File: config.mk
export PLATFORM = sky130hd
export DESIGN_NAME = alu_param_flat
export DESIGN_NICKNAME = d
export VERILOG_FILES = /design/src/rtl/alu_pkg.sv /design/src/rtl/alu_param_if.sv /design/src/rtl/alu_muldiv.sv /design/src/rtl/alu_param.sv /design/src/flat_wrapper.sv
export SDC_FILE = /design/constraint.sdc
export NUM_CORES = 1
export LEC_CHECK = 0
export CAP_MARGIN = 0
export CORE_MARGIN = 2
export CORE_UTILIZATION = 48
export CTS_CLUSTER_SIZE = 30
export DETAILED_ROUTE_END_ITERATION = 8
export GPL_TIMING_DRIVEN = 0
export PLACE_DENSITY = 0.83
export SYNTH_ARGS = -nofsm -noshare
export SYNTH_HDL_FRONTEND = slang
export SYNTH_SLANG_ARGS = --single-unit
File: constraint.sdc
create_clock -name clk -period 3.8 [get_ports clk]
set_clock_uncertainty 0.2 [all_clocks]
set_input_delay 0.76 -clock clk [delete_from_list [all_inputs] [get_ports clk]]
set_output_delay 0.76 -clock clk [all_outputs]
set_load 0.005 [all_outputs]
File: src/rtl/alu_pkg.sv
// Shared opcodes, FSM state encoding and counter-width helper for alu_param.
package alu_pkg;

    localparam logic [2:0] OP_ADD    = 3'b000;
    localparam logic [2:0] OP_SUB    = 3'b001;
    localparam logic [2:0] OP_MUL    = 3'b010;
    localparam logic [2:0] OP_AND    = 3'b011;
    localparam logic [2:0] OP_OR     = 3'b100;
    localparam logic [2:0] OP_XOR    = 3'b101;
    localparam logic [2:0] OP_DIV    = 3'b110;
    localparam logic [2:0] OP_PASS_A = 3'b111;

    typedef enum logic [0:0] {
        ST_IDLE = 1'b0,
        ST_RUN  = 1'b1
    } state_t;

    function automatic int cnt_width(input int width);
        return $clog2(width + 1);
    endfunction

endpackage

File: src/rtl/alu_param_if.sv
// Operand/result bus of alu_param: master drives operands and Init, slave returns results.
interface alu_param_if #(parameter int WIDTH = 4);

    logic [WIDTH-1:0]   a;
    logic [WIDTH-1:0]   b;
    logic [2:0]         select;
    logic               init;
    logic [2*WIDTH-1:0] sal;
    logic               cout;
    logic               busy;
    logic               done;
    logic               err;

    modport master (
        output a, b, select, init,
        input  sal, cout, busy, done, err
    );

    modport slave (
        input  a, b, select, init,
        output sal, cout, busy, done, err
    );

endinterface

File: src/rtl/alu_muldiv.sv
// Iterative shift-add multiplier / restoring divider sharing one accumulator and shift register.
// The divide path and its mode input exist only when ALU_DIV_EN is defined.
module alu_muldiv
    import alu_pkg::*;
#(
    parameter int WIDTH = 4
) (
    input  logic               clk,
    input  logic               rst_n,
    input  logic               load,
    input  logic               step,
`ifdef ALU_DIV_EN
    input  logic               mode_div,
`endif
    input  logic [WIDTH-1:0]   a,
    input  logic [WIDTH-1:0]   b,
    output logic [2*WIDTH-1:0] result_s,
    output logic               last_s
);

    localparam int CW = cnt_width(WIDTH);

    logic [WIDTH-1:0] acc_q, acc_d;
    logic [WIDTH-1:0] shr_q, shr_d;
    logic [WIDTH-1:0] opb_q, opb_d;
    logic [CW-1:0]    cnt_q, cnt_d;
    logic [WIDTH:0]   add_s;
    logic [2*WIDTH:0] mul_cat_s;
    logic [WIDTH-1:0] step_acc_s;
    logic [WIDTH-1:0] step_shr_s;
`ifdef ALU_DIV_EN
    logic             div_q, div_d;
    logic [WIDTH:0]   tmp_s;
    logic [WIDTH:0]   sub_s;
    logic             ge_s;
`endif

    // One iteration of the selected algorithm; {acc, shr} ends as product or {rem, quot}
    always_comb begin
        if (shr_q[0]) begin
            add_s = {1'b0, acc_q} + {1'b0, opb_q};
        end else begin
            add_s = {1'b0, acc_q};
        end
        mul_cat_s  = {add_s, shr_q};
        step_acc_s = mul_cat_s[2*WIDTH:WIDTH+1];
        step_shr_s = mul_cat_s[WIDTH:1];
`ifdef ALU_DIV_EN
        tmp_s = {acc_q, shr_q[WIDTH-1]};
        sub_s = tmp_s - {1'b0, opb_q};
        ge_s  = (tmp_s >= {1'b0, opb_q});
        if (div_q) begin
            if (ge_s) begin
                step_acc_s = sub_s[WIDTH-1:0];
            end else begin
                step_acc_s = tmp_s[WIDTH-1:0];
            end
            step_shr_s = {shr_q[WIDTH-2:0], ge_s};
        end else begin
            step_acc_s = mul_cat_s[2*WIDTH:WIDTH+1];
        end
`endif
        result_s = {step_acc_s, step_shr_s};
        last_s   = (cnt_q == CW'(WIDTH - 1));
    end

    // Next-state selection: load operands, advance one iteration, or hold
    always_comb begin
        acc_d = acc_q;
        shr_d = shr_q;
        opb_d = opb_q;
        cnt_d = cnt_q;
`ifdef ALU_DIV_EN
        div_d = div_q;
`endif
        if (load) begin
            acc_d = {WIDTH{1'b0}};
            shr_d = a;
            opb_d = b;
            cnt_d = {CW{1'b0}};
`ifdef ALU_DIV_EN
            div_d = mode_div;
`endif
        end else if (step) begin
            acc_d = step_acc_s;
            shr_d = step_shr_s;
            cnt_d = cnt_q + CW'(1);
        end else begin
            cnt_d = cnt_q;
        end
    end

    // Datapath registers
    always_ff @(posedge clk or negedge rst_n) begin
        if (!rst_n) begin
            acc_q <= {WIDTH{1'b0}};
            shr_q <= {WIDTH{1'b0}};
            opb_q <= {WIDTH{1'b0}};
            cnt_q <= {CW{1'b0}};
`ifdef ALU_DIV_EN
            div_q <= 1'b0;
`endif
        end else begin
            acc_q <= acc_d;
            shr_q <= shr_d;
            opb_q <= opb_d;
            cnt_q <= cnt_d;
`ifdef ALU_DIV_EN
            div_q <= div_d;
`endif
        end
    end

endmodule

File: src/rtl/alu_param.sv
// Fully registered WIDTH-bit ALU with a uniform Init/Done handshake.
// Define ALU_DIV_EN to compile in the iterative divider; otherwise DIV reports Err.
module alu_param
    import alu_pkg::*;
#(
    parameter int WIDTH = 4
) (
    input  logic       clk,
    input  logic       rst_n,
    alu_param_if.slave bus
);

    state_t             state_q, state_d;
    logic [2*WIDTH-1:0] sal_q, sal_d;
    logic               cout_q, cout_d;
    logic               busy_q, busy_d;
    logic               done_q, done_d;
    logic               err_q, err_d;
    logic               md_load_s;
    logic               md_step_s;
    logic               md_last_s;
    logic [2*WIDTH-1:0] md_result_s;
    logic [WIDTH:0]     sum_s;
    logic [WIDTH:0]     diff_s;

    alu_muldiv #(.WIDTH(WIDTH)) u_muldiv (
        .clk      (clk),
        .rst_n    (rst_n),
        .load     (md_load_s),
        .step     (md_step_s),
`ifdef ALU_DIV_EN
        .mode_div (bus.select == OP_DIV),
`endif
        .a        (bus.a),
        .b        (bus.b),
        .result_s (md_result_s),
        .last_s   (md_last_s)
    );

    // FSM next state, single-cycle results and completion of iterative ops
    always_comb begin
        state_d   = state_q;
        sal_d     = sal_q;
        cout_d    = cout_q;
        busy_d    = busy_q;
        done_d    = 1'b0;
        err_d     = err_q;
        md_load_s = 1'b0;
        md_step_s = 1'b0;
        sum_s     = {1'b0, bus.a} + {1'b0, bus.b};
        diff_s    = {1'b0, bus.a} - {1'b0, bus.b};
        case (state_q)
            ST_IDLE: begin
                busy_d = 1'b0;
                if (bus.init) begin
                    cout_d = 1'b0;
                    err_d  = 1'b0;
                    done_d = 1'b1;
                    case (bus.select)
                        OP_ADD: begin
                            sal_d  = {{(WIDTH-1){1'b0}}, sum_s};
                            cout_d = sum_s[WIDTH];
                        end
                        OP_SUB: begin
                            sal_d  = {{WIDTH{1'b0}}, diff_s[WIDTH-1:0]};
                            cout_d = diff_s[WIDTH];
                        end
                        OP_AND:    sal_d = {{WIDTH{1'b0}}, bus.a & bus.b};
                        OP_OR:     sal_d = {{WIDTH{1'b0}}, bus.a | bus.b};
                        OP_XOR:    sal_d = {{WIDTH{1'b0}}, bus.a ^ bus.b};
                        OP_PASS_A: sal_d = {{WIDTH{1'b0}}, bus.a};
                        OP_MUL: begin
                            md_load_s = 1'b1;
                            busy_d    = 1'b1;
                            done_d    = 1'b0;
                            state_d   = ST_RUN;
                        end
`ifdef ALU_DIV_EN
                        OP_DIV: begin
                            if (bus.b == {WIDTH{1'b0}}) begin
                                sal_d = {bus.a, {WIDTH{1'b1}}};
                                err_d = 1'b1;
                            end else begin
                                md_load_s = 1'b1;
                                busy_d    = 1'b1;
                                done_d    = 1'b0;
                                state_d   = ST_RUN;
                            end
                        end
`endif
                        default: begin
                            sal_d = {(2*WIDTH){1'b0}};
                            err_d = 1'b1;
                        end
                    endcase
                end else begin
                    state_d = ST_IDLE;
                end
            end
            ST_RUN: begin
                md_step_s = 1'b1;
                if (md_last_s) begin
                    sal_d   = md_result_s;
                    busy_d  = 1'b0;
                    done_d  = 1'b1;
                    state_d = ST_IDLE;
                end else begin
                    busy_d = 1'b1;
                end
            end
            default: begin
                busy_d  = 1'b0;
                state_d = ST_IDLE;
            end
        endcase
    end

    // State and output registers
    always_ff @(posedge clk or negedge rst_n) begin
        if (!rst_n) begin
            state_q <= ST_IDLE;
            sal_q   <= {(2*WIDTH){1'b0}};
            cout_q  <= 1'b0;
            busy_q  <= 1'b0;
            done_q  <= 1'b0;
            err_q   <= 1'b0;
        end else begin
            state_q <= state_d;
            sal_q   <= sal_d;
            cout_q  <= cout_d;
            busy_q  <= busy_d;
            done_q  <= done_d;
            err_q   <= err_d;
        end
    end

    assign bus.sal  = sal_q;
    assign bus.cout = cout_q;
    assign bus.busy = busy_q;
    assign bus.done = done_q;
    assign bus.err  = err_q;

endmodule
File: src/flat_wrapper.sv
// flat-port wrapper written by rule: the top's interface ports become plain ports
module alu_param_flat import alu_pkg::*;
#(
    parameter int WIDTH = 4
)
  (clk, rst_n, bus_a, bus_b, bus_select, bus_init, bus_sal, bus_cout, bus_busy, bus_done, bus_err);
  alu_param_if #(.WIDTH(WIDTH)) bus_i ();
  input  logic clk;
  input  logic rst_n;
  input wire logic [$bits(bus_i.a)-1:0] bus_a;
  input wire logic [$bits(bus_i.b)-1:0] bus_b;
  input wire logic [$bits(bus_i.select)-1:0] bus_select;
  input wire logic [$bits(bus_i.init)-1:0] bus_init;
  output wire logic [$bits(bus_i.sal)-1:0] bus_sal;
  output wire logic [$bits(bus_i.cout)-1:0] bus_cout;
  output wire logic [$bits(bus_i.busy)-1:0] bus_busy;
  output wire logic [$bits(bus_i.done)-1:0] bus_done;
  output wire logic [$bits(bus_i.err)-1:0] bus_err;
  assign bus_i.a = bus_a;
  assign bus_i.b = bus_b;
  assign bus_i.select = bus_select;
  assign bus_i.init = bus_init;
  assign bus_sal = bus_i.sal;
  assign bus_cout = bus_i.cout;
  assign bus_busy = bus_i.busy;
  assign bus_done = bus_i.done;
  assign bus_err = bus_i.err;
  alu_param #(.WIDTH(WIDTH)) u_core (.clk(clk), .rst_n(rst_n), .bus(bus_i));
endmodule
Word-level counts from Yosys, hierarchy flattened

Cells that the tools add are included.

Output and inout bits: 12
Flip-flop bits (word level): 27
Input port bits: 14
Logic and storage cells: 55

Mux-type cells: 23
Eq/ne operators: 10
Bitwise logic cells: 4
$add $sub $neg: 4
Reduce and logical (&&, ||, !) cells: 5

Operators by type and width:

| operator              | count |
|---|---|
| $pmux W8 S7           | 1 |
| $mux W4               | 4 |
| $mux W8               | 2 |
| $pmux W8 S2           | 1 |
| $add A4 B4 Y5         | 2 |
| $eq A3 B2 Y1 const B  | 3 |
| $eq A3 B3 Y1 const B  | 3 |
| $mux W1               | 9 |
| $reduce_or A7 Y1      | 1 |
| $mux W3               | 2 |
| $ne A2 B2 Y1 const B  | 3 |
| $pmux W1 S2           | 3 |
| $mux W5               | 1 |
| $sub A4 B4 Y5         | 1 |
| $and A4 B4 Y4         | 1 |
| $or A4 B4 Y4          | 1 |
| $xor A4 B4 Y4         | 1 |
| $add A3 B1 Y3 const B | 1 |
| $eq A3 B1 Y1 const B  | 1 |
| $logic_not A3 Y1      | 1 |
| $reduce_and A3 Y1     | 1 |
| $reduce_and A2 Y1     | 1 |
| $reduce_bool A2 Y1    | 1 |
| $not A1 Y1            | 1 |

Logic depth before layout (Yosys ltp)

Word-level depth: 5
Gate-level depth with buffers: 8
Depth with buffers taken out: 8

Hierarchy

A second synthesis with hierarchy kept.

Cell total of the unflattened synthesis: 204
Area, all modules: 2063.2 um^2

Modules (own cells, without submodules):

| module     | area an instance (um^2) | sequential area each (um^2) | times used | cells each |
|---|---|---|---|---|
| alu_param  | 1173.6                  | 300.3                       | 1          | 124 |
| alu_muldiv | 889.6                   | 375.4                       | 1          | 80 |

Worst setup path after synthesis

No wires, ideal clock.

Path kind: in2reg
Start point: input bus_b[0]
End point: register u_core.sal_q[2] (netlist: u_core.bus.sal[2])
Library setup time: 0.129 ns
Arrival time: 2.055 ns
Slack: 1.416 ns
Stages on the path: 7
Path buffers: 0
Required time: 3.471 ns
Path through: ha_1 -> fa_1 -> xor2_1 -> a31oi_1 -> o22ai_1 -> a221oi_1 -> o31ai_1

Longest elaborated chain between the ends: 4
Elaborated cells on any way between the ends: 5
Classes of those cells: add/sub (2); mux (3)

Ends and longest elaborated chain:

| what                                                  | line                             | source |
|---|---|---|
| start: declaration                                    | flat_wrapper.sv:11               | `input wire logic [$bits(bus_i.b)-1:0] bus_b;` |
| $sub A4 B4 Y5 / $add A4 B4 Y5 (equally long branches) | alu_param.sv:51, alu_param.sv:50 |  |
| $pmux W8 S7 (*)                                       | alu_param.sv:59                  | `case (bus.select)` |
| $mux W8 (*)                                           | alu_param.sv:55                  | `if (bus.init) begin` |
| $pmux W8 S2 (*)                                       | alu_param.sv:52                  | `case (state_q)` |
| end signal: assignment                                | alu_param.sv:122                 | `sal_q <= {(2*WIDTH){1'b0}};` |
| end signal: assignment                                | alu_param.sv:129                 | `sal_q <= sal_d;` |
| end: declaration                                      | alu_param.sv:14                  | `logic [2*WIDTH-1:0] sal_q, sal_d;` |

Mark *: on every way between the ends. The rest lies on a longest branch, timed or not. The select of a mux whose other input is x is not followed.
A chain may end at the register's enable or synchronous reset.

Final worst setup path

Start point: input bus_b[0]
End point: register u_core.sal_q[4] (netlist: u_core.bus.sal[4])

Longest elaborated chain between the ends: 4

Ends and longest elaborated chain:

| what          | line            | source |
|---|---|---|
| $add A4 B4 Y5 | alu_param.sv:50 | `sum_s = {1'b0, bus.a} + {1'b0, bus.b};` |
| $pmux W8 S7   | alu_param.sv:59 |  |
| $mux W8       | alu_param.sv:55 |  |
| $pmux W8 S2   | alu_param.sv:52 |  |

Every way passes these cells. The select of a mux whose other input is x is not followed.

==> results.md <==
• **status** complete, no violations
• **net switching share of the total power** 37.4%
• **CTS hold repair buffers** 0
• **post-layout worst setup margin** 0.897 ns
• **Synth area leader** dfrtp_1
• **Reg power frac** 39.0%
• **level count of the clock H-tree** 1
• **PD cells** 589 nW/um^2
• **post-detailed-route count of antenna-violating nets** 0
• **arrival time reported for the critical path endpoint** 2.86 ns
• **post-layout instance count excluding filler cells** 269
• **Worst Hold Slack** 0.279 ns
• **clk root buf** clkbuf_8
• **buffers from clock root to sink, at most** 2
• **slowest stage cell on the critical path** clkdlybuf4s50_1
• **share of final-layout standard cells stronger than drive strength 1** 7.24%
• **final setup violation count** 0
• **CP max FO** 4
• **mean instance size in the synthesized netlist** 9.37 sq um
• **total leakage power** 1.02 nW
• **Least-Margin Pin Slew** 1.19 ns
• **Mapped Area** 1810 sq um
• **pin count of the biggest net entering global routing** 28
• **number of clock buffers inserted by TritonCTS** 3
• **slowest stage delay, CP** 0.50 ns
• **Worst setup EP type** flip-flop
• **number of vias in the routed layout** 1495
• **most area-consuming cells after synthesis** dfrtp_1 (37%), ha_1 (12%), mux2_2 (5.0%)
• **number of placed I/O pins** 26
• **number of enable-type register cells in the synthesized netlist** 0
• **register bit total from synthesis** 27
• **RePlAce Congestion** 0.831
• **Max transition margin** 20.6%
• **placed cell count** 265
• **TritonCTS sink count** 27
• **Placeable Area** 3630 sq um
• **Detailed Route Iter0 Violations** 108
• **element type at the critical path start** input port
• **power spent charging and discharging nets** 0.000474 W
• **synthesized netlist cell count** 193
• **worst path cell trace** clkdlybuf4s50_1, ha_1, fa_1, a21o_1, a21oi_1, o21ai_0, mux2_2
• **width of the die** 65.4 microns
• **Max-Cap Viols** 0
• **count of final max-slew check failures** 0
• **cell with the most instances after synthesis** dfrtp_1
• **via count of the first global-routing pass** 1476
• **final HPWL from detailed placement** 3070 microns
• **startpoint of the most critical setup path** bus_b[0]
• **detailed-router iteration count before antenna repair** 4
• **flop2flop setup slack** 1.61 ns
• **synthesized net count** 228
• **nets** 257
• **Synth top cells by count** dfrtp_1 (27), nand2_1 (19), ha_1 (18), a21oi_1 (16), nor2_1 (16)
• **Die H** 65.4 microns
• **cts repair resizes** 0
• **diode insertion count for antenna repair** 0
• **DRC violation count after routing** 0
• **register area share after synthesis** 37.4%
• **Period Utilization, post-route** 76.4%
• **share of power burned in combinational logic** 48.4%
• **starting utilization of the core area** 49.8%
• **final count of hold timing violations** 0
• **area added between synthesis and finish** 19.1%
• **gr usage total** 20.4%
• **post-CTS repair timing setup buffer count** 0
• **CTS tree** yes
• **Post-synth ARST share** 100%
• **final cell area excluding filler cells** 2150 sq um
• **achievable frequency** 0.344 GHz
• **critical register-to-register path startpoint** u_core.u_muldiv.acc_q[0]$_DFFE_PN0P_
• **commonest register cell after synthesis** dfrtp_1
• **classification of the worst-slack hold path** flip-flop to flip-flop
• **data required time of the worst path** 3.76 ns
• **detailed-route wire length per cell** 14.8 microns
• **startpoint of the tightest hold check path** u_core.bus.cout$_DFFE_PN0P_
• **setup repair after global routing missed its margin** no
• **initial antenna violation count** 0
• **distinct cell type count of the synthesized netlist** 37
• **setup TNS after final layout** 0 ns
• **count of buffers from port buffering** 24
• **Critical Setup Path Class** input port to flip-flop
• **area of the die** 4270 sq um
• **number of cell rows** 22
• **clk_lat worst skew** 0.27 ns
• **clock-pin slew on the worst setup and hold paths** 0.09 ns
• **Yosys warnings** 0
• **routed wire length** 3990 microns
• **Int Power** 0.000794 W
• **Placed Instance Area** 2110 sq um
• **share of power burned in the clock network** 12.6%
• **Worst VDD drop** 231 uV
• **Period minus WS final** 2.90 ns
• **Vias/cell** 5.56
• **Remaining Overflow, GRT** 0
• **global-route wire length before repair** 6780 microns
• **Place WS** 0.641 ns
• **fraction of post-synthesis cell area in the top cell type by area** 37.4%
==> path summary, 6_finish.rpt <==
path | cells after the start | endpoint
max | 7 | u_core.bus.sal[4]$_DFFE_PN0P_
min in group asynchronous | 1 | u_core.bus.sal[7]$_DFFE_PN0P_
min | 2 | u_core.bus.cout$_DFFE_PN0P_
max in group asynchronous | 1 | u_core.u_muldiv.opb_q[2]$_DFFE_PN0P_
max reg2reg | 6 | u_core.bus.sal[4]$_DFFE_PN0P_
min reg2reg | 2 | u_core.bus.cout$_DFFE_PN0P_
==> stage by stage <==
stage                     power [W]  utilization, %
after global placement      0.00108            58.0
after detailed placement    0.00111            58.0
final                       0.00127            59.3
after global routing        0.00137            59.3
after floorplan            0.000880               -
after CTS                   0.00127            59.3
==> flip-flops by register name (all words and copies together), names as in the netlist <==
register and count:
u_core.bus.cout 1, u_core.bus.done 1, u_core.bus.err 1, u_core.bus.sal 8, u_core.state_q 1, u_core.u_muldiv.acc_q 4
u_core.u_muldiv.cnt_q 3, u_core.u_muldiv.opb_q 4, u_core.u_muldiv.shr_q 4
==> routing by layer <==
metal | global-route usage [%] | up-vias | share of wire, %
met3 | 2.05 | 6 | 5.0
met1 | 26.7 | 701 | 44
met5 | 0 | - | 0
li1 | - | 730 | -
met4 | 5.99 | 0 | 1.7
met2 | 35.7 | 58 | 49
==> worst max-delay path: cells and delay by family <==
| family | cells | cell delay (ns) |
|---|---|---|
| multiplexers | 1 | 0.28 |
| AO/OA/AOI/OAI | 3 | 0.61 |
| adder cells (fa/ha/maj) | 2 | 0.71 |
| buffers and inverters | 1 | 0.50 |
==> area by class of cell <==
class                           instances  area [sq um]
Fill cell                             316          1480
Multi-Input combinational cell        141          1030
Sequential cell                        27           676
Timing Repair Buffer                   24           240
Tap cell                               48          60.1
Inverter                               15          56.3
Buffer                                 10          47.5
Clock buffer                            4          45.0
==> power by group through the flow <==
stage / clock network, W / registers, W / logic, W
after global routing: 0.000174 / 0.000507 / 0.000690
after CTS: 0.000165 / 0.000493 / 0.000614
after detailed placement: 0 / 0.000499 / 0.000608
after global placement: 0 / 0.000491 / 0.000586
final: 0.000159 / 0.000495 / 0.000614
after floorplan: 0 / 0.000480 / 0.000400
==> logic make-up (layout without fill, tap and decap cells) <==
kind of cell / Yosys count / after routing / share of synthesized area (%)
buf+inv: 25 / 53 / 5.74
fa+ha+maj: 21 / 21 / 15.8
flops: 27 / 27 / 37.4
compound gates: 53 / 53 / 18.5
mux: 12 / 12 / 7.20
simple gates: 50 / 50 / 12.9
xor+xnor: 5 / 5 / 2.42
==> layout by cell type, fill, tap and decap left out, types with 2 or more instances in the layout <==
cell / synthesis / final
a21oi_1: 16 / 16
nor2_1: 16 / 16
o21bai_1: 2 / 2
dfrtp_1: 27 / 27
clkbuf_1: 7 / 8
ha_1: 18 / 18
nand2b_1: 2 / 2
xnor2_1: 3 / 3
buf_2: 2 / 2
clkdlybuf4s50_1: 0 / 24
xor2_1: 2 / 2
o211ai_1: 3 / 3
fa_1: 3 / 3
mux2_2: 8 / 8
o221ai_1: 2 / 2
o21a_1: 2 / 2
clkbuf_8: 0 / 3
mux2i_1: 4 / 4
a31oi_1: 2 / 2
a21o_1: 5 / 5
nor2b_1: 2 / 2
inv_1: 15 / 15
nand3_1: 5 / 5
a221oi_1: 2 / 2
a211oi_1: 3 / 3
o21ai_0: 11 / 11
nand2_1: 19 / 19
Note: power is estimated with default switching activity, not from simulation.
==> RTL change 1, RTL diff (same flow settings) <==
`WIDTH` is set to 4 in 4 places; all go to 6.
--- a/src/rtl/alu_param_if.sv
+++ b/src/rtl/alu_param_if.sv
@@ -1,5 +1,5 @@
 // Operand/result bus of alu_param: master drives operands and Init, slave returns results.
-interface alu_param_if #(parameter int WIDTH = 4);
+interface alu_param_if #(parameter int WIDTH = 6);
 
     logic [WIDTH-1:0]   a;
     logic [WIDTH-1:0]   b;
--- a/src/rtl/alu_muldiv.sv
+++ b/src/rtl/alu_muldiv.sv
@@ -3,7 +3,7 @@
 module alu_muldiv
     import alu_pkg::*;
 #(
-    parameter int WIDTH = 4
+    parameter int WIDTH = 6
 ) (
     input  logic               clk,
     input  logic               rst_n,
--- a/src/rtl/alu_param.sv
+++ b/src/rtl/alu_param.sv
@@ -3,7 +3,7 @@
 module alu_param
     import alu_pkg::*;
 #(
-    parameter int WIDTH = 4
+    parameter int WIDTH = 6
 ) (
     input  logic       clk,
     input  logic       rst_n,
--- a/src/flat_wrapper.sv
+++ b/src/flat_wrapper.sv
@@ -1,7 +1,7 @@
 // flat-port wrapper written by rule: the top's interface ports become plain ports
 module alu_param_flat import alu_pkg::*;
 #(
-    parameter int WIDTH = 4
+    parameter int WIDTH = 6
 )
   (clk, rst_n, bus_a, bus_b, bus_select, bus_init, bus_sal, bus_cout, bus_busy, bus_done, bus_err);
   alu_param_if #(.WIDTH(WIDTH)) bus_i ();
Interface: changed (resized bus_a, bus_b and bus_sal); port bits go from 26 to 34. No check against the original RTL was run, so the function may have changed too.
==> RTL change 1 against the original RTL <==
  * Fmax is 0.46% higher
  * Clock power is 120% higher
  * Count of clock-buffer cells in the layout is 2 higher
  * Wire length is 68% higher
  * Cell count is 54% higher
  * Sequential cell count is 10 higher
  * Register-to-register slack worse by 0.24 ns
  * Sequential share of layout area is 2.7 points lower
  * Cell area is 50% higher
  * Area after synthesis is 49% higher
  * Total power is 60% higher
  * Setup slack better by 0.013 ns
  * Via count is 60% higher
  * Critical endpoint is now u_core.bus.sal[5]
  * Largest power group unchanged
==> RTL change 1: results (changes against the original RTL) <==
Hold path
  – Hold Crit Class: reg -> reg
  – Worst hold path stage count: 2 (unchanged)

Synth
  – Syn avg cell area: 8.93 um2 (-4.7%)
  – Yosys cell types: 52 (+41%)
  – Seq/Total Area, Yosys: 0.345 (-0.0292)
  – Post-synth ARST share: 1.00 (unchanged)
  – Multiplexer area fraction after synthesis: 0.0545 (-0.0175)
  – Area contributors post-synth: dfrtp_1 (34%), ha_1 (12%), nand2_1 (5.0%), o21ai_0 (3.7%), mux2i_1 (3.4%)
  – Synth Net Count: 348 (+53%)
  – Adder-Cell Fraction of Synth Area: 0.143 (-0.0144)
  – Synth Area in XOR/XNOR: 0.0228 (-0.00141)
  – Synth cell count leaders: dfrtp_1 (37), nand2_1 (36), ha_1 (26)
  – Post-synthesis compound-gate area fraction: 0.205 (+0.0198)

GRT
  – First-pass GRT wire length: 11200 um (+66%)
  – Largest net degree at the start of global routing: 38 (+36%)
  – Initial antenna violation count: 0 (unchanged)
  – Gr usage total: 0.231 (+0.0264)

Detailed routing
  – Via count: 2388 (+60%)
  – DRT iter0 DRCs: 152 (+41%)
  – Wirelength, routed: 6680 um (+68%)
  – Routed len/inst: 16.1 um (+8.8%)
  – Drt pass-1 iters: 5 (+1)
  – Post-DRT Antenna Nets: 0 (unchanged)

Power
  – VDD IR-drop max: 0.000304 V (+32%)
  – Cell leakage power: 1.55 nW (+52%)
  – P_comb: 0.978 mW (+59%)
  – Comb pwr share: 0.483 (about the same)
  – Switching Share: 0.391 (+0.0173)
  – P_seq: 0.690 mW (+39%)

Setup path
  – Crit path max fanout: 7 (+3)
  – Worst-case reg-to-reg path depth: 7 (+1)
  – Critical path arrival: 2.88 ns (+0.02 ns)

CTS
  – Post-CTS setup buffers: 0 (unchanged)
  – H-tree Lvls: 2 (+1)
  – Skew-Pair Late Insertion Delay: 0.29 ns (+0.02 ns)
  – Inserted Clock Buffers: 5 (+2)
  – Max clock buf depth: 2 (unchanged)
  – Clock root buffer: clkbuf_8

Run status
  – Outcome: finished clean

Final layout
  – Max reg flops: 12 (+4)
  – Layout cell share with drive strength beyond 1: 0.0789 (+0.00655)
  – Nets@finish: 388 (+51%)

Timing
  – Relative slew slack: 0.452 (+0.246)

Placement
  – Area after DPL: 3100 um2 (+47%)
  – Placed cells: 406 (+53%)
  – Gp weighted congestion: 0.890 (+7.1%)
  – Port bufs: 33 (+38%)
  – Worst slack at placement: 0.623 ns (-0.0175 ns)
  – Hpwl dp: 5180 um (+69%)
-- RTL change 1: cell types whose count changed after synthesis, moves of 5 or more --
cell     before  now
nand2_1      19   36
nand3_1       5   11
o21ai_0      11   20
ha_1         18   26
dfrtp_1      27   37
a31oi_1       2    9
mux2i_1       4    9
nor3_1        0    6
inv_1        15   20
nor2_1       16   22
a21oi_1      16    9
-- RTL change 1: worst paths after layout --
kind                       slack, ns                startpoint                        to
hold / removal                  0.28         u_core.bus.sal[7]         u_core.bus.sal[7]
setup reg to reg                1.37  u_core.u_muldiv.acc_q[0]         u_core.bus.sal[9]
min in group asynchronous       0.36                     rst_n  u_core.u_muldiv.opb_q[1]
hold reg to reg                 0.28         u_core.bus.sal[7]         u_core.bus.sal[7]
max in group asynchronous       2.53                     rst_n  u_core.u_muldiv.opb_q[5]
setup / recovery                0.91                  bus_a[4]         u_core.bus.sal[5]
-- RTL change 1: area by class of cell --
cell class / instances / area (um2)
well taps: 72 / 90.1
clock inverters: 2 / 37.5
fillers: 497 / 2250
multi-input cells: 229 / 1610
plain buffers: 13 / 73.8
inverters: 22 / 82.6
flip-flops and latches: 37 / 926
repair buffers: 33 / 325
clock buffers: 6 / 82.6
-- RTL change 1: metal layers --
layer	vias up	global-route usage	wire, um
li1	1153	-	-
met1	1146	0.292	2870
met2	77	0.403	3370
met3	12	0.0261	303
met4	0	0.0914	136
met5	-	0	0
-- RTL change 1: critical path: stages --
cell	delay (ns)
clkdlybuf4s50_1	0.57
inv_1	0.08
ha_1	0.29
buf_6	0.12
inv_1	0.07
a221o_1	0.34
o211ai_2	0.16
a21bo_1	0.22
o31a_1	0.26
==> RTL change 2, RTL diff (config.mk and constraints unchanged) <==
Without the edit above. Reset style: synchronous (`rst_n`), changed in 2 clocked blocks.
--- a/src/rtl/alu_muldiv.sv
+++ b/src/rtl/alu_muldiv.sv
@@ -91,7 +91,7 @@
     end
 
     // Datapath registers
-    always_ff @(posedge clk or negedge rst_n) begin
+    always_ff @(posedge clk) begin
         if (!rst_n) begin
             acc_q <= {WIDTH{1'b0}};
             shr_q <= {WIDTH{1'b0}};
--- a/src/rtl/alu_param.sv
+++ b/src/rtl/alu_param.sv
@@ -116,7 +116,7 @@
     end
 
     // State and output registers
-    always_ff @(posedge clk or negedge rst_n) begin
+    always_ff @(posedge clk) begin
         if (!rst_n) begin
             state_q <= ST_IDLE;
             sal_q   <= {(2*WIDTH){1'b0}};
Check against the original RTL: differs if rst_n is asserted again (counterexample within 4 cycles, from zero or initial values and one cycle with rst_n low); with rst_n held inactive, the same outputs for 10 cycles.
==> RTL change 2 against the original RTL <==
  * Cell count up 5.6%
  * Area after synthesis increased by 3.0%
  * Count of clock-buffer cells in the layout is 1 lower
  * First-iteration DRC count increased by 30%
  * Register-to-register slack better by 0.21 ns
  * Wire length rose by 5.0%
  * Sequential cell count unchanged
  * Die area is 2.8% higher
  * Setup slack got worse by 0.13 ns
  * Sequential share of layout area down 6.8 points
  * Cell area rose by 2.2%
  * Critical path type unchanged
  * Largest cell class unchanged
Power is not compared: it rests on default switching activity, and its combinational part moved more than twofold at a synthesized area within 25%.
==> RTL change 2: results (changes against the original RTL) <==
Run status
  – Outcome: finished clean

CTS
  – Inserted Clock Buffers: 3 (unchanged)
  – Skew-Pair Late Insertion Delay: 0.28 ns
  – Hold buffer count at cts: 0 (unchanged)
  – Clock root buffer: clkbuf_8
  – Post-CTS resize count: 0 (unchanged)
  – Post-CTS setup buffers: 0 (unchanged)
  – H-tree Lvls: 1 (unchanged)
  – Max clock buf depth: 2 (unchanged)
  – CTS clk-pin slew, worst paths: 0.09 ns (about the same)

Timing
  – Relative slew slack: 0.663 (+0.457)
  – Slew Limit Fails: 0 (unchanged)

GRT
  – Gr usage total: 0.214 (+0.0100)
  – Met1 track demand over resource: 0.285 (+0.0174)
  – First-pass GRT wire length: 7260 um (+7.0%)
  – Initial antenna violation count: 0 (unchanged)
  – Busiest grt layer: met2
  – Largest net degree at the start of global routing: 17 (-39%)
  – Met3 usage: 0.0460 (+0.0254)
  – Grt met2 use: 0.355 (-0.00214)
  – Vias in the first global route: 1531 (+3.7%)

Synth
  – Yosys cell types: 51 (+38%)
  – Seq/Total Area, Yosys: 0.290 (-0.0834)
  – Area contributors post-synth: dfxtp_1 (29%), ha_1 (13%), mux2i_1 (5.4%), nor2_1 (4.6%), a21oi_1 (3.5%)
  – Post-synth ARST share: 0 (-1.00)
  – Synth Net Count: 245 (+7.5%)
  – Syn avg cell area: 8.91 um2 (-4.9%)
  – Synth cell count leaders: dfxtp_1 (27), nor2_1 (23), ha_1 (19)
  – Warnings, synthesis: 0 (unchanged)

Detailed routing
  – Wirelength, routed: 4190 um (+5.0%)
  – Routed vias/inst: 5.69 (+2.4%)
  – Drt pass-1 iters: 5 (+1)
  – DRT iter0 DRCs: 140 (+30%)

Power
  – Cell leakage power: between 0.8 and 0.9 nW
  – VDD IR-drop max: about 0.00018 V

Placement
  – Port bufs: 23 (-4.2%)
  – Gp weighted congestion: 0.883 (+6.3%)
  – Hpwl dp: 3220 um (+5.0%)

Setup path
  – Slowest-stage cell, CP: clkdlybuf4s50_1
  – Crit path max fanout: 4 (unchanged)
  – CP top delay family: adder cells
  – Crit-path max cell delay: 0.54 ns (+0.04 ns)
  – Critical path arrival: 2.99 ns (+0.13 ns)

Final layout
  – Max reg flops: 8 (unchanged)
  – Ant. Diodes: 0 (unchanged)
  – Layout cell share with drive strength beyond 1: 0.0847 (+0.0123)
  – Final Non-Filler Cells: 284 (+5.6%)
  – Fill count: 340 (+7.6%)
  – Nets@finish: 273 (+6.2%)

Hold path
  – Hold Crit Class: reg -> reg
-- RTL change 2: final timing paths --
| kind | start | endpoint | slack, ns | cells past startpoint |
|---|---|---|---|---|
| worst max-delay path | bus_a[0] | u_core.bus.sal[1] | 0.77 | 8 |
| worst min-delay path | u_core.bus.sal[6] | u_core.bus.sal[6] | 0.26 | 2 |
| worst max register to register | u_core.u_muldiv.acc_q[0] | u_core.bus.sal[4] | 1.82 | 5 |
| worst min register to register | u_core.bus.sal[6] | u_core.bus.sal[6] | 0.26 | 2 |
-- RTL change 2: metal layers --
layer,up-vias,share of wire
met5,-,0
met2,45,0.46
met1,756,0.47
li1,808,-
met3,7,0.062
met4,0,0.011
-- RTL change 2: worst reg2reg max path, cell delays in order, from the launching register on --
cell       delay (ns)
dfxtp_1          0.34
ha_1             0.23
fa_1             0.48
mux2i_1          0.12
and3_4           0.22
a2111oi_4        0.30
-- RTL change 2: cell type report --
cell class,instances,share of cell area
Buffer,11,0.0267
Clock inverter,1,0.00341
Multi-Input combinational cell,154,0.545
Timing Repair Buffer,23,0.105
Inverter,17,0.0290
Clock buffer,3,0.0188
Tap cell,48,0.0273
Sequential cell,27,0.246
-- RTL change 2: logic make-up after synthesis --
kind of cell             after synthesis  share of synthesized area
AO/OA/AOI/OAI                         55                      0.224
XOR/XNOR                               2                    0.00941
adder cells (fa/ha/maj)               22                      0.160
buffers and inverters                 28                     0.0659
flip-flops                            27                      0.290
multiplexers                          12                     0.0719
AND/OR/NAND/NOR                       63                      0.178
-- RTL change 2: where the power goes --
group	internal, mW	switching, mW
Combinational	0.0647	0.0734
Clock	0.0747	0.0958
Sequential	0.292	0.00563
-- RTL change 2: per-stage QoR --
step,utilization,cell area (um2),worst slack [ns],hold slack [ns]
global placement,0.583,2150,0.466,0.242
finish,0.597,2200,0.768,0.259
global route,0.597,2200,0.643,0.288
floorplan,-,1860,1.22,0.248
CTS,0.597,2200,0.768,0.265
detailed placement,0.583,2150,0.460,0.251
